--- src/rtl/mul_iter_unit_pkg.sv ---
// Shared constants for the iterative multiply / multiply-accumulate unit:
// word width, the all-zero word and the state encodings.
package mul_iter_unit_pkg;

   localparam int WordWidth = 32;
   localparam logic [WordWidth-1:0] WordZero = '0;

   // State encodings kept as plain constants so older tools can consume them
   localparam logic [1:0] MulIdle = 2'd0;
   localparam logic [1:0] MulRun  = 2'd1;
   localparam logic [1:0] MulDone = 2'd2;

endpackage

--- src/rtl/mul_iter_unit_if.sv ---
// Bundle of the request/response signals of mul_iter_unit together with the
// shared word-adder operand/sum path it borrows while busy.
interface mul_iter_unit_if;
   import mul_iter_unit_pkg::*;

   logic                 in_Start;
   logic                 in_Accumulate;
   logic [WordWidth-1:0] in_Multiplicand;
   logic [WordWidth-1:0] in_Multiplier;
   logic [WordWidth-1:0] in_Accumulator;
   logic                 out_Busy;
   logic                 out_Done;
   logic [WordWidth-1:0] out_Result;
   logic                 out_Zero;
   logic                 out_Neg;
   logic [WordWidth-1:0] out_AddLeft;
   logic [WordWidth-1:0] out_AddRight;
   logic                 out_AddLowCarry;
   logic [WordWidth-1:0] in_AddResult;

   // The multiply unit itself
   modport slave (
      input  in_Start, in_Accumulate, in_Multiplicand, in_Multiplier,
             in_Accumulator, in_AddResult,
      output out_Busy, out_Done, out_Result, out_Zero, out_Neg,
             out_AddLeft, out_AddRight, out_AddLowCarry
   );

   // The requester side, which also closes the loop through the word adder
   modport master (
      output in_Start, in_Accumulate, in_Multiplicand, in_Multiplier,
             in_Accumulator, in_AddResult,
      input  out_Busy, out_Done, out_Result, out_Zero, out_Neg,
             out_AddLeft, out_AddRight, out_AddLowCarry
   );

endinterface

--- src/rtl/mul_iter_unit.sv ---
// Iterative shift-and-add multiplier (MUL/MLA). Each RUN cycle feeds the
// external word adder with P and (Q[0] ? M : 0) and captures the sum back
// into P. Stops as soon as the remaining multiplier bits are all zero.
module mul_iter_unit
   import mul_iter_unit_pkg::*;
(
   input  logic           clock,
   input  logic           reset,
   mul_iter_unit_if.slave bus
);

   logic [1:0]           r_state;
   logic [WordWidth-1:0] r_p;
   logic [WordWidth-1:0] r_m;
   logic [WordWidth-1:0] r_q;
   logic [WordWidth-1:0] r_result;
   logic                 r_zero;
   logic                 r_neg;

   logic                 w_run;
   logic [WordWidth-1:0] w_q_next;
   logic                 w_last;

   assign w_run    = (r_state == MulRun);
   assign w_q_next = r_q >> 1;
   // Terminate once no set multiplier bits remain beyond the current one
   assign w_last   = (w_q_next == WordZero);

   // Adder operands are only driven while iterating; quiet otherwise so the
   // shared adder mux sees zeros from this side
   assign bus.out_AddLeft     = w_run ? r_p : WordZero;
   assign bus.out_AddRight    = (w_run && r_q[0]) ? r_m : WordZero;
   assign bus.out_AddLowCarry = 1'b0;

   assign bus.out_Busy   = w_run;
   assign bus.out_Done   = (r_state == MulDone);
   assign bus.out_Result = r_result;
   assign bus.out_Zero   = r_zero;
   assign bus.out_Neg    = r_neg;

   // Sequencer and datapath: load on accepted start, shift/accumulate in RUN
   always_ff @(posedge clock or negedge reset) begin
      if (!reset) begin
         r_state  <= MulIdle;
         r_p      <= WordZero;
         r_m      <= WordZero;
         r_q      <= WordZero;
         r_result <= WordZero;
         r_zero   <= 1'b1;
         r_neg    <= 1'b0;
      end else begin
         case (r_state)
            MulIdle, MulDone: begin
               if (bus.in_Start) begin
                  r_p     <= bus.in_Accumulate ? bus.in_Accumulator : WordZero;
                  r_m     <= bus.in_Multiplicand;
                  r_q     <= bus.in_Multiplier;
                  r_state <= MulRun;
               end else begin
                  r_state <= MulIdle;
               end
            end
            MulRun: begin
               r_p <= bus.in_AddResult;
               r_m <= r_m << 1;
               r_q <= w_q_next;
               if (w_last) begin
                  r_result <= bus.in_AddResult;
                  r_zero   <= (bus.in_AddResult == WordZero);
                  r_neg    <= bus.in_AddResult[WordWidth-1];
                  r_state  <= MulDone;
               end
            end
            default: r_state <= MulIdle;
         endcase
      end
   end

endmodule

--- src/flat_wrapper.sv ---
// flat-port wrapper written by rule: the top's interface ports become plain ports
module mul_iter_unit_flat import mul_iter_unit_pkg::*;
  (clock, reset, bus_in_Start, bus_in_Accumulate, bus_in_Multiplicand, bus_in_Multiplier, bus_in_Accumulator, bus_in_AddResult, bus_out_Busy, bus_out_Done, bus_out_Result, bus_out_Zero, bus_out_Neg, bus_out_AddLeft, bus_out_AddRight, bus_out_AddLowCarry);
  mul_iter_unit_if bus_i ();
  input  logic clock;
  input  logic reset;
  input wire logic [$bits(bus_i.in_Start)-1:0] bus_in_Start;
  input wire logic [$bits(bus_i.in_Accumulate)-1:0] bus_in_Accumulate;
  input wire logic [$bits(bus_i.in_Multiplicand)-1:0] bus_in_Multiplicand;
  input wire logic [$bits(bus_i.in_Multiplier)-1:0] bus_in_Multiplier;
  input wire logic [$bits(bus_i.in_Accumulator)-1:0] bus_in_Accumulator;
  input wire logic [$bits(bus_i.in_AddResult)-1:0] bus_in_AddResult;
  output wire logic [$bits(bus_i.out_Busy)-1:0] bus_out_Busy;
  output wire logic [$bits(bus_i.out_Done)-1:0] bus_out_Done;
  output wire logic [$bits(bus_i.out_Result)-1:0] bus_out_Result;
  output wire logic [$bits(bus_i.out_Zero)-1:0] bus_out_Zero;
  output wire logic [$bits(bus_i.out_Neg)-1:0] bus_out_Neg;
  output wire logic [$bits(bus_i.out_AddLeft)-1:0] bus_out_AddLeft;
  output wire logic [$bits(bus_i.out_AddRight)-1:0] bus_out_AddRight;
  output wire logic [$bits(bus_i.out_AddLowCarry)-1:0] bus_out_AddLowCarry;
  assign bus_i.in_Start = bus_in_Start;
  assign bus_i.in_Accumulate = bus_in_Accumulate;
  assign bus_i.in_Multiplicand = bus_in_Multiplicand;
  assign bus_i.in_Multiplier = bus_in_Multiplier;
  assign bus_i.in_Accumulator = bus_in_Accumulator;
  assign bus_i.in_AddResult = bus_in_AddResult;
  assign bus_out_Busy = bus_i.out_Busy;
  assign bus_out_Done = bus_i.out_Done;
  assign bus_out_Result = bus_i.out_Result;
  assign bus_out_Zero = bus_i.out_Zero;
  assign bus_out_Neg = bus_i.out_Neg;
  assign bus_out_AddLeft = bus_i.out_AddLeft;
  assign bus_out_AddRight = bus_i.out_AddRight;
  assign bus_out_AddLowCarry = bus_i.out_AddLowCarry;
  mul_iter_unit u_core (.clock(clock), .reset(reset), .bus(bus_i));
endmodule
--- config.mk ---
export PLATFORM = sky130hd
export DESIGN_NAME = mul_iter_unit_flat
export DESIGN_NICKNAME = d
export VERILOG_FILES = /design/src/rtl/mul_iter_unit_pkg.sv /design/src/rtl/mul_iter_unit_if.sv /design/src/rtl/mul_iter_unit.sv /design/src/flat_wrapper.sv
export SDC_FILE = /design/constraint.sdc
export NUM_CORES = 1
export LEC_CHECK = 0
export CORE_MARGIN = 1
export CORE_UTILIZATION = 44
export DETAILED_ROUTE_END_ITERATION = 6
export MAX_ROUTING_LAYER = met4
export PLACE_DENSITY = 0.8
export SYNTH_ARGS = -nofsm -noshare
export SYNTH_HDL_FRONTEND = slang
export SYNTH_SLANG_ARGS = --single-unit
--- constraint.sdc ---
create_clock -name clock -period 2.65 [get_ports clock]
set_input_delay 0.3975 -clock clock [delete_from_list [all_inputs] [get_ports clock]]
set_output_delay 0.3975 -clock clock [all_outputs]
set_load 0.02 [all_outputs]
==> summary.md <==
| Metric | Value |
|---|---|
| WL per Instance | `about 17 um` |
| Yosys warns | `0` |
| Site Rows | `between 40 and 50` |
| First-pass GRT wire length | `around 27 mm` |
| DR vias | `between 5k and 6k` |
| Worst hold margin | `about 0.055 ns` |
| Gp weighted congestion | `approximately 0.81` |
| Max layer used | `met4` |
| Drt initial violations | `just over 300` |
| Slew at the pin closest to its max-slew limit | `between 1 and 1.5 ns` |
| All-layer global routing usage | `24.9%` |
| Diodes inserted | `0` |
| NumNets Final | `941` |
| Worst-Skew Late Latency | `roughly 0.42 ns` |
| Clock buffer depth | `2` |
| CTS sink count | `roughly 130` |
| Vias per cell | `~5.3` |
| Hold Fails Final Rpt | `0` |
| Post-Syn Instances | `~590` |
| H-Tree Depth | `4` |
| Crit path kind | `flop to output pin` |
| Core box area | `roughly 13000 sq um` |
| Synthesized area per cell | `roughly 10 sq um` |
| Syn nets | `roughly 720` |
| Final Power | `approximately 9.0 mW` |
| First-pass iteration count of the detailed router | `4` |
| RSZ-0062 raised after global routing | `yes` |
| Worst hold path type | `input port to asynchronous set/reset pin` |
| Relative slew slack | `30.4%` |
| VDD IR max | `0.514 mV` |
| Max_cap viols | `0` |
| Worst Skew | `approximately 0.0077 ns` |
| CTS tree | `done` |
| Starting Density | `between 40% and 50%` |
| Synthesized area | `approximately 6100 sq um` |
| Clk slew on worst S/H paths | `0.05 ns` |
| Fmax | `389 MHz` |
| Cts bufs inserted | `17` |
| Tmin final | `2.57 ns` |
| Critical Path Source Type | `flop` |
| Fin crit share | `between 90% and 100%` |
| Final setup fails | `0` |
| Io pins | `233` |
| Register area share after synthesis | `a little over half` |
| Most frequent cells in the layout | `clkdlybuf4s50_1 (224), dfrtp_1 (128), nand2_1 (126), o21ai_0 (63), mux2i_1 (62)` |
| Full die area | `14400 sq um` |
| Root buffer cell | `clkbuf_16` |
| Post-Route WL | `17.4 mm` |
| Largest net degree at the start of global routing | `around 130` |
| Met1 Wirelength | `7.12 mm` |
| ANT nets after route | `0` |
| Grt ovf | `0` |
| Synth top area cells | `dfrtp_1 (53%), mux2i_1 (10%), nand2_1 (7.7%), mux2_2 (5.9%), o21ai_0 (5.1%)` |
| CP arrival | `roughly 2.2 ns` |
| R2R cell count | `6` |
| Routed wl met2 | `8.41 mm` |
| Unique cell type count in the Yosys netlist | `24` |
| DIE WIDTH | `120 um` |
| Most common cell after layout, fill and taps aside | `clkdlybuf4s50_1` |
| Vias in the first global route | `between 5k and 6k` |
| Met3 Wirelength | `1.48 mm` |
| Total DRC errors in the routed layout | `0` |
| Finished Layout Cells | `996` |
| Max-slew violation count | `0` |
| Static leakage | `about 4 nW` |
| Layout Area Growth over Synthesis | `50.6%` |
| CP max FO | `30` |
| Placed Cells | `between 900 and 1k` |
| Seq cells post-synth | `between 100 and 150` |
| Detailed Place HPWL | `between 10 and 15 mm` |
| Share of layout cells above drive strength 1 | `about 10%` |
| Share of the synthesized area in the top cell type | `between 50% and 60%` |
| Yosys top cell by area | `dfrtp_1` |
| Initial antenna violation count | `0` |
| Critical Path End Type | `output pin` |
| Port bufs | `231` |
| Die Ht | `120 um` |
| CTS Hold Bufs | `0` |
| PD cells | `978 nW/um^2` |
| Status | `finished, final reports clean` |
| Worst EP required | `between 2 and 2.5 ns` |
[sequential cells by signal, indices dropped and copies added (netlist names)]
name                   flops
u_core.r_m                32
u_core.r_p                32
u_core.r_q                32
u_core.bus.out_Result     31
u_core.r_state             2
u_core.bus.out_Neg         1
u_core.bus.out_Zero        1
[path summary, 6_finish.rpt]
kind | slack (ns) | endpoint | start
setup reg to reg | 0.46 | u_core.r_p[8] | u_core.r_state[0]
hold / removal | 0.05 | u_core.r_q[9] | reset
max in group asynchronous | 2.01 | u_core.r_p[24] | reset
setup / recovery | 0.08 | bus_out_AddRight[4] | u_core.r_state[1]
hold reg to reg | 0.50 | u_core.r_m[18] | u_core.r_m[17]
min in group clock | 0.50 | u_core.r_m[18] | u_core.r_m[17]
[power by group]
part | switching (mW) | internal, mW | total [mW]
logic | 1.90 | 1.76 | 3.66
clock network | 0.821 | 1.42 | 2.24
registers | 0.482 | 2.65 | 3.13
[per-layer routing]
metal	vias to the layer above	GRT usage (%)
li1	2487	-
met1	2567	29.1
met2	225	39.9
met3	31	8.32
met4	0	8.91
met5	-	-
[cells by family after synthesis]
logic type | count (synthesis) | synth area share [%]
and+or+nand+nor | 218 | 17.2
other | 1 | 0.0612
AOI/OAI and AO/OA | 97 | 9.35
DFF | 131 | 53.5
muxes | 95 | 16.2
buffers and inverters | 49 | 3.67
[worst max-delay path, stage by stage (launching register included)]
cell and delay, ns:
dfrtp_1 0.44, nor2b_4 0.30, buf_12 0.21, and3_1 0.20
clkdlybuf4s50_1 0.60
[cells in the mapped netlist (all sizes together)]
cell type	count
clkbuf	34
dfrtp	130
inv	1
a22oi	32
buf	14
conb	1
mux2	33
and2	33
nor4	16
nand2b	1
nor2b	3
mux2i	62
nor2	2
nand2	126
dfstp	1
nor3	1
a22o	2
o21ai	63
and3	32
nand4	4
[area by class of cell]
cell class	count	area, sq um
tap	176	220
inverter	1	3.75
clock inverter	6	80.1
sequential	131	3280
timing repair buffer	247	2530
multi-input combinational	411	2640
clock buffer	24	472
fill	995	4170
[metrics by stage]
step / util (%) / setup WS [ns] / instance area (sq um) / setup TNS [ns]
after floorplan: - / 0.749 / 6130 / 0
after global placement: 64.2 / 0.383 / 8600 / 0
after detailed placement: 64.2 / 0.280 / 8600 / 0
after CTS: 68.3 / 0.0139 / 9160 / 0
after global routing: 68.9 / -0.0107 / 9230 / -0.0156
final: 68.9 / 0.0785 / 9230 / 0
[timing repair]
item / 4_1_cts / 5_1_grt
endpoints found under the setup margin: 3 / 40
setup buffers: 1 / 1
gates cloned: 0 / 2
resized for setup: 1 / 8
hold endpoints to repair: 0 / 0
Power figures use the tool's default switching activity.
